===== src/rtl/m_clk_pkg.sv =====
// rtl/m_clk_pkg.sv - shared types and constants for the clock-phase sequencer.
package m_clk_pkg;

  localparam int DIV_W_DEF = 4;

  typedef enum logic [1:0] {
    IDLE = 2'b00,
    HIGH = 2'b01,
    WAIT = 2'b10,
    LOW  = 2'b11
  } state_t;

endpackage


===== src/rtl/m_halfper_cnt.sv =====
// rtl/m_halfper_cnt.sv - loadable half-period down counter with zero flag.
module m_halfper_cnt #(
  parameter int DIV_W = 4
) (
  input  logic             clk,
  input  logic             resetl,
  input  logic             i_load,
  input  logic [DIV_W-1:0] i_load_val,
  input  logic             i_dec,
  output logic             o_zero
);

  logic [DIV_W-1:0] r_cnt;

  // Load wins over decrement; the count saturates at zero.
  always_ff @(posedge clk or negedge resetl) begin
    if (!resetl) begin
      r_cnt <= '0;
    end else if (i_load) begin
      r_cnt <= i_load_val;
    end else if (i_dec && (r_cnt != '0)) begin
      r_cnt <= r_cnt - 1'b1;
    end
  end

  assign o_zero = (r_cnt == '0);

endmodule


===== src/rtl/m_clk_phase.sv =====
// rtl/m_clk_phase.sv - drives the S/R strobes of the clock-net NAND latch,
// dividing clk by a programmable half-period with wait-state stretching.
module m_clk_phase
  import m_clk_pkg::*;
#(
  parameter int DIV_W = DIV_W_DEF
) (
  input  logic             clk,
  input  logic             resetl,
  input  logic             run,
  input  logic [DIV_W-1:0] div,
  input  logic             wait_req,
  output logic             set_l,
  output logic             rst_l,
  output logic             phase,
  output logic             edge_rise,
  output logic             edge_fall,
  output logic             wait_ack
);

  state_t r_state;
  state_t w_state_nxt;
  logic   w_load;
  logic   w_dec;
  logic   w_zero;
  logic   w_rise;
  logic   w_fall;

  logic   r_set_l;
  logic   r_rst_l;
  logic   r_phase;
  logic   r_edge_rise;
  logic   r_edge_fall;
  logic   r_wait_ack;

  m_halfper_cnt #(
    .DIV_W (DIV_W)
  ) u_cnt (
    .clk        (clk),
    .resetl     (resetl),
    .i_load     (w_load),
    .i_load_val (div),
    .i_dec      (w_dec),
    .o_zero     (w_zero)
  );

  always_comb begin
    w_state_nxt = r_state;
    w_load      = 1'b0;
    w_dec       = 1'b0;
    w_rise      = 1'b0;
    w_fall      = 1'b0;
    case (r_state)
      IDLE: begin
        if (run) begin
          w_state_nxt = HIGH;
          w_load      = 1'b1;
          w_rise      = 1'b1;
        end
      end
      HIGH: begin
        if (!w_zero) begin
          w_dec = 1'b1;
        end else if (wait_req) begin
          w_state_nxt = WAIT;
        end else begin
          w_state_nxt = LOW;
          w_load      = 1'b1;
          w_fall      = 1'b1;
        end
      end
      WAIT: begin
        if (!wait_req) begin
          w_state_nxt = LOW;
          w_load      = 1'b1;
          w_fall      = 1'b1;
        end
      end
      LOW: begin
        if (!w_zero) begin
          w_dec = 1'b1;
        end else if (run) begin
          w_state_nxt = HIGH;
          w_load      = 1'b1;
          w_rise      = 1'b1;
        end else begin
          w_state_nxt = IDLE;
        end
      end
      default: w_state_nxt = IDLE;
    endcase
  end

  // Outputs are decoded from the next state so every strobe is glitch-free.
  always_ff @(posedge clk or negedge resetl) begin
    if (!resetl) begin
      r_state     <= IDLE;
      r_set_l     <= 1'b1;
      r_rst_l     <= 1'b0;
      r_phase     <= 1'b0;
      r_edge_rise <= 1'b0;
      r_edge_fall <= 1'b0;
      r_wait_ack  <= 1'b0;
    end else begin
      r_state     <= w_state_nxt;
      r_set_l     <= ~w_rise;
      r_rst_l     <= ~(w_fall || (w_state_nxt == IDLE));
      r_phase     <= (w_state_nxt == HIGH) || (w_state_nxt == WAIT);
      r_edge_rise <= w_rise;
      r_edge_fall <= w_fall;
      r_wait_ack  <= (w_state_nxt == WAIT);
    end
  end

  assign set_l     = r_set_l;
  assign rst_l     = r_rst_l;
  assign phase     = r_phase;
  assign edge_rise = r_edge_rise;
  assign edge_fall = r_edge_fall;
  assign wait_ack  = r_wait_ack;

endmodule


===== config.mk =====
export PLATFORM = sky130hd
export DESIGN_NAME = m_clk_phase
export DESIGN_NICKNAME = d
export VERILOG_FILES = /design/src/rtl/m_clk_pkg.sv /design/src/rtl/m_halfper_cnt.sv /design/src/rtl/m_clk_phase.sv
export SDC_FILE = /design/constraint.sdc
export NUM_CORES = 1
export LEC_CHECK = 0
export CORE_MARGIN = 3
export CORE_UTILIZATION = 35
export DETAILED_ROUTE_END_ITERATION = 12
export PLACE_DENSITY = 0.69
export SLEW_MARGIN = 20
export SYNTH_ARGS = -nofsm -noshare
export SYNTH_HDL_FRONTEND = slang
export SYNTH_SLANG_ARGS = --single-unit

===== constraint.sdc =====
create_clock -name clk -period 3.3 [get_ports clk]
set_input_delay 0.66 -clock clk [delete_from_list [all_inputs] [get_ports clk]]
set_output_delay 0.66 -clock clk [all_outputs]
set_load 0.02 [all_outputs]

==> reports/metrics.cfg <==
[pwr]
leakagePower_nw=0.403
power.density_nw_per_um2=1040
ir_worst_vdd_uv=361

[place]
gp_congestion=0.748
port_buffers=13
hpwl_um=908
place_area_um2=857

[critical_path]
crit_top_cell=ha_1
arrival_ns=2.28
crit_path_max_incr_delay_ns=0.42
worst-path-buf-inv=1
cp-start-kind=flop
cp_top_family=compound AO/OA/AOI/OAI gates
crit_path_end_kind=flop
crit_type=flop to flop
cp_cell_sequence=inv_1 -> ha_1 -> nor3b_4 -> a21oi_2 -> o32ai_4 -> a21oi_1 -> ha_1
required_ns=3.46
crit_slowest_cell=o32ai_4
cp_max_fo=6

[die]
die-area_um2=2560
die_w_um=50.6
core_area_um2=1800
initial_core_util_pct=38.6
io_pins=14
die_y_um=50.6
fp-row-count=15

[synth]
yosys.cell_types.count=24
synth_nets=73
netlist_instances=57
synth_seq_area_share_pct=43.3
synth_area_um2=696
ys_warn_count=0
ys_ff_latch=12
synth.avg_cell_area_um2=12.2

[final_layout]
fin_area_um2=883
syn_to_final_growth_pct=27.0
nFillCells=176
drive_gt1_share_pct=20.3
diodes=0
fin_nets=91

[drt]
remaining_drc_errors=0
ant_nets=0
wirelength_mm=1.18
num_vias=475
via_per_inst=4.80
wl_per_cell_um=11.9
first_iter_violations=4
firstDrtPassIters=4

[clock_tree]
postCtsSetupBuffers=0
clk_pin_slew_ns=0.08
post_cts_resized=0
htree_levels=1
cts_hold_buffers=0
cts.path.max_buffers=2
tritoncts=done
cts_buffers=3
insertion_delay_ns=0.27
cts-root-buf=clkbuf_4
clock_sinks=12

[timing]
setup_viol=0
fin_setup_tns_ns=0
final_max_slew_viol_count=0
finalHoldViolations=0
finClkSkew_ns=0.00354
min_period_over_period_pct=64.3
worstMarginPinSlew_ns=0.529
grt_setup_unrepaired=no
period_minus_slack_ns=2.12
max_freq_mhz=471
slew_headroom_pct=64.6

[global_routing]
antenna_found_initial=0
grt_first_pass_wirelength_mm=2.04
grt-ovfl-total=0
grt_max_degree=13
grt_pass1_vias=458
grt.total_usage_pct=11.4

[outcome]
status=complete, no violations

[job]
maxCapViolCount=0

[min_path]
hold_path.class=flop to flop

final timing paths:
kind | slack, ns | startpoint | cells after the start | to
worst min register to register | 0.60 | r_state[0] | 1 | r_state[0]
min in group asynchronous | 0.73 | resetl | 1 | u_cnt.r_cnt[3]
worst max-delay path | 1.18 | u_cnt.r_cnt[0] | 7 | phase
worst min-delay path | 0.60 | r_state[0] | 1 | r_state[0]
max in group asynchronous | 2.21 | resetl | 1 | set_l
worst max register to register | 1.18 | u_cnt.r_cnt[0] | 7 | phase
kinds of logic after synthesis:
logic type / after synthesis / share of synthesized area (%)
mux: 6 / 11.7
buf+inv: 6 / 3.24
flops: 12 / 43.3
fa+ha+maj: 8 / 14.4
simple gates: 12 / 11.5
xor+xnor: 1 / 1.26
compound gates: 12 / 14.6
per-layer routing:
layer  vias to the layer above  global-route usage (%)  routed length (um)
met5                         -                       0                   0
met4                         0                    10.8                  58
met3                         5                    2.67                  53
met2                        16                    17.2                 546
met1                       219                    13.0                 517
li1                        235                       -                   -
sequential cells by signal, summed over array words and instances (netlist names):
register,count
r_state,2
edge_rise,1
u_cnt.r_cnt,4
wait_ack,1
edge_fall,1
set_l,1
phase,1
rst_l,1
cells in the final DEF (no fill, tap or decap):
cell	count
mux2_2	1
clkbuf_1	1
inv_1	6
or2b_1	1
and2b_2	1
xnor2_1	1
clkdlybuf4s50_1	13
clkbuf_4	3
dfrtp_1	11
nor3b_4	1
a21oi_1	3
o32ai_4	1
mux2_4	4
o21ai_0	3
ha_1	8
nand2_1	1
a21oi_2	1
o31a_1	1
o31ai_1	1
o22a_2	1
nor4_1	1
nor2_1	4
nor3b_1	1
dfstp_2	1
or3_1	2
mux2i_1	1
a21o_2	1
layout make-up:
class / instances / area [um^2] / share of cell area, %
clock buffers: 4 / 26.3 / 2.97
inverters: 6 / 22.5 / 2.55
multi-input cells: 39 / 372 / 42.1
flip-flops and latches: 12 / 302 / 34.1
well taps: 25 / 31.3 / 3.54
repair buffers: 13 / 130 / 14.7
cell usage after synthesis, drive strengths merged:
cell,count,share of area [%]
o32ai,1,4.0
or3,2,1.8
ha,8,14
or2b,1,1.1
o31ai,1,1.1
and2b,1,1.3
a21oi,4,3.4
nor4,1,0.90
dfrtp,11,40
nor3b,2,3.8
o31a,1,1.3
nand2,1,0.54
o21ai,3,2.2
inv,6,3.2
a21o,1,1.3
o22a,1,1.4
xnor2,1,1.3
nor2,4,2.2
mux2i,1,1.4
dfstp,1,3.8
mux2,5,10
worst reg2reg max path, stage by stage (launching register included):
cell and delay [ns]:
dfrtp_1 0.39, inv_1 0.10, ha_1 0.19, nor3b_4 0.31
a21oi_2 0.13, o32ai_4 0.42, a21oi_1 0.14, ha_1 0.32
stage by stage:
stage	hold WS [ns]	utilization, %	setup WS (ns)	cells	power (mW)
2_1_floorplan	0.364	-	1.41	57	0.691
5_1_grt	0.651	49.0	1.03	99	1.01
6_report	0.595	49.0	1.18	99	0.919
3_5_place_dp	0.587	47.6	1.08	95	0.833
3_3_place_gp	0.562	47.6	1.12	95	0.821
4_1_cts	0.605	49.0	1.17	99	0.934
power breakdown:
group          switching (mW)  internal [mW]  total, mW
registers              0.0478          0.222      0.270
logic                   0.260          0.292      0.552
clock network          0.0504         0.0469     0.0973
No activity file was read; power rests on OpenSTA's default activity.
==> RTL change: new RTL, same flow settings <==
Reset style: synchronous (`resetl`), changed in 2 clocked blocks.
--- a/src/rtl/m_halfper_cnt.sv
+++ b/src/rtl/m_halfper_cnt.sv
@@ -13,7 +13,7 @@
   logic [DIV_W-1:0] r_cnt;
 
   // Load wins over decrement; the count saturates at zero.
-  always_ff @(posedge clk or negedge resetl) begin
+  always_ff @(posedge clk) begin
     if (!resetl) begin
       r_cnt <= '0;
     end else if (i_load) begin
--- a/src/rtl/m_clk_phase.sv
+++ b/src/rtl/m_clk_phase.sv
@@ -92,7 +92,7 @@
   end
 
   // Outputs are decoded from the next state so every strobe is glitch-free.
-  always_ff @(posedge clk or negedge resetl) begin
+  always_ff @(posedge clk) begin
     if (!resetl) begin
       r_state     <= IDLE;
       r_set_l     <= 1'b1;
Behaviour: differs if resetl is asserted again (counterexample within 4 cycles, from zero or initial values and one cycle with resetl low); with resetl held inactive, the same outputs for 10 cycles.
==> RTL change against the original RTL <==
- count of clock-buffer cells in the layout unchanged
- final cell count increased by 13%
- utilization decreased by 0.21 points
- setup slack got worse by 0.045 ns
- critical endpoint is now phase
- cell area decreased by 0.42%
- die area decreased by 0.79%
- sequential cell count unchanged
- synthesized area decreased by 0.90%
- global-route usage increased by 0.39 points
- wire length increased by 12%
- largest cell class unchanged
Power is not compared: it rests on default switching activity, and its combinational part moved more than twofold at a synthesized area within 25%.
==> RTL change: results (changes against the original RTL) <==
metric	value	unit	change
synth_xor_area_frac	0		-0.01259
drive_gt1_frac	0.1149		-0.08776
outcome	finished clean		
nets	104		+14%
slowest_stage_cell_crit_path	sky130_fd_sc_hd__o31ai_4		
post_synth_fa_ha_maj_area_fraction	0.1452		+0.001306
ys_seq_area_frac	0.3485		-0.08500
wl_met1	604	um	+17%
synthesis.nets	88		+21%
yosys-top-cells-area	sky130_fd_sc_hd__dfxtp_1 35%, sky130_fd_sc_hd__ha_1 15%, sky130_fd_sc_hd__mux2i_1 4.4%, sky130_fd_sc_hd__o21ai_0 3.6%, sky130_fd_sc_hd__inv_1 3.3%		
hold_depth	2		+1
critical_path.max_stage_delay	0.38	ns	-0.04 ns
grt_max_degree	15		+2
vias_in_the_first_global_route	529		+16%
post-dp-hpwl	1.012	mm	+11%
routed_wire_length_per_instance	11.71	um	-1.3%
gpl_wtd_cong	0.7724		+3.3%
drt_first_iter_violations	3		-1
compound_cell_area_share_of_the_yosys_netlist	0.1670		+0.02129
grt.total_usage	0.1178		+0.003916
grt_util_met2	0.1804		+0.008696
place.detailed.instances	108		+14%
grt_util_met3	0.05935		+0.03264
timing.critical_path.fanout_max	7		+1
dpl-instance-area	843.3	um2	-1.6%
-- RTL change: layout make-up --
class                           count  area, um2
Clock buffer                        4      36.28
Sequential cell                    12      240.2
Inverter                            6      22.52
Tap cell                           25      31.28
Multi-Input combinational cell     52      419.2
Timing Repair Buffer               13      130.1
Fill cell                         187      922.1
-- RTL change: metrics by stage --
step / hold slack, ns / power [mW] / worst slack, ns / utilization
final: 0.6465 / 0.4213 / 1.134 / 0.4882
after global routing: 0.7060 / 0.4522 / 0.9385 / 0.4882
after CTS: 0.6519 / 0.4267 / 1.123 / 0.4882
after detailed placement: 0.6305 / 0.3091 / 1.015 / 0.4681
after global placement: 0.6142 / 0.3047 / 1.034 / 0.4681
after floorplan: 0.5658 / 0.2669 / 1.391 / -
-- RTL change: path summary, 6_finish.rpt --
kind                  startpoint         end  slack, ns
setup / recovery  u_cnt.r_cnt[0]       phase       1.13
setup reg to reg  u_cnt.r_cnt[0]       phase       1.13
hold / removal        r_state[1]  r_state[1]       0.65
hold reg to reg       r_state[1]  r_state[1]       0.65
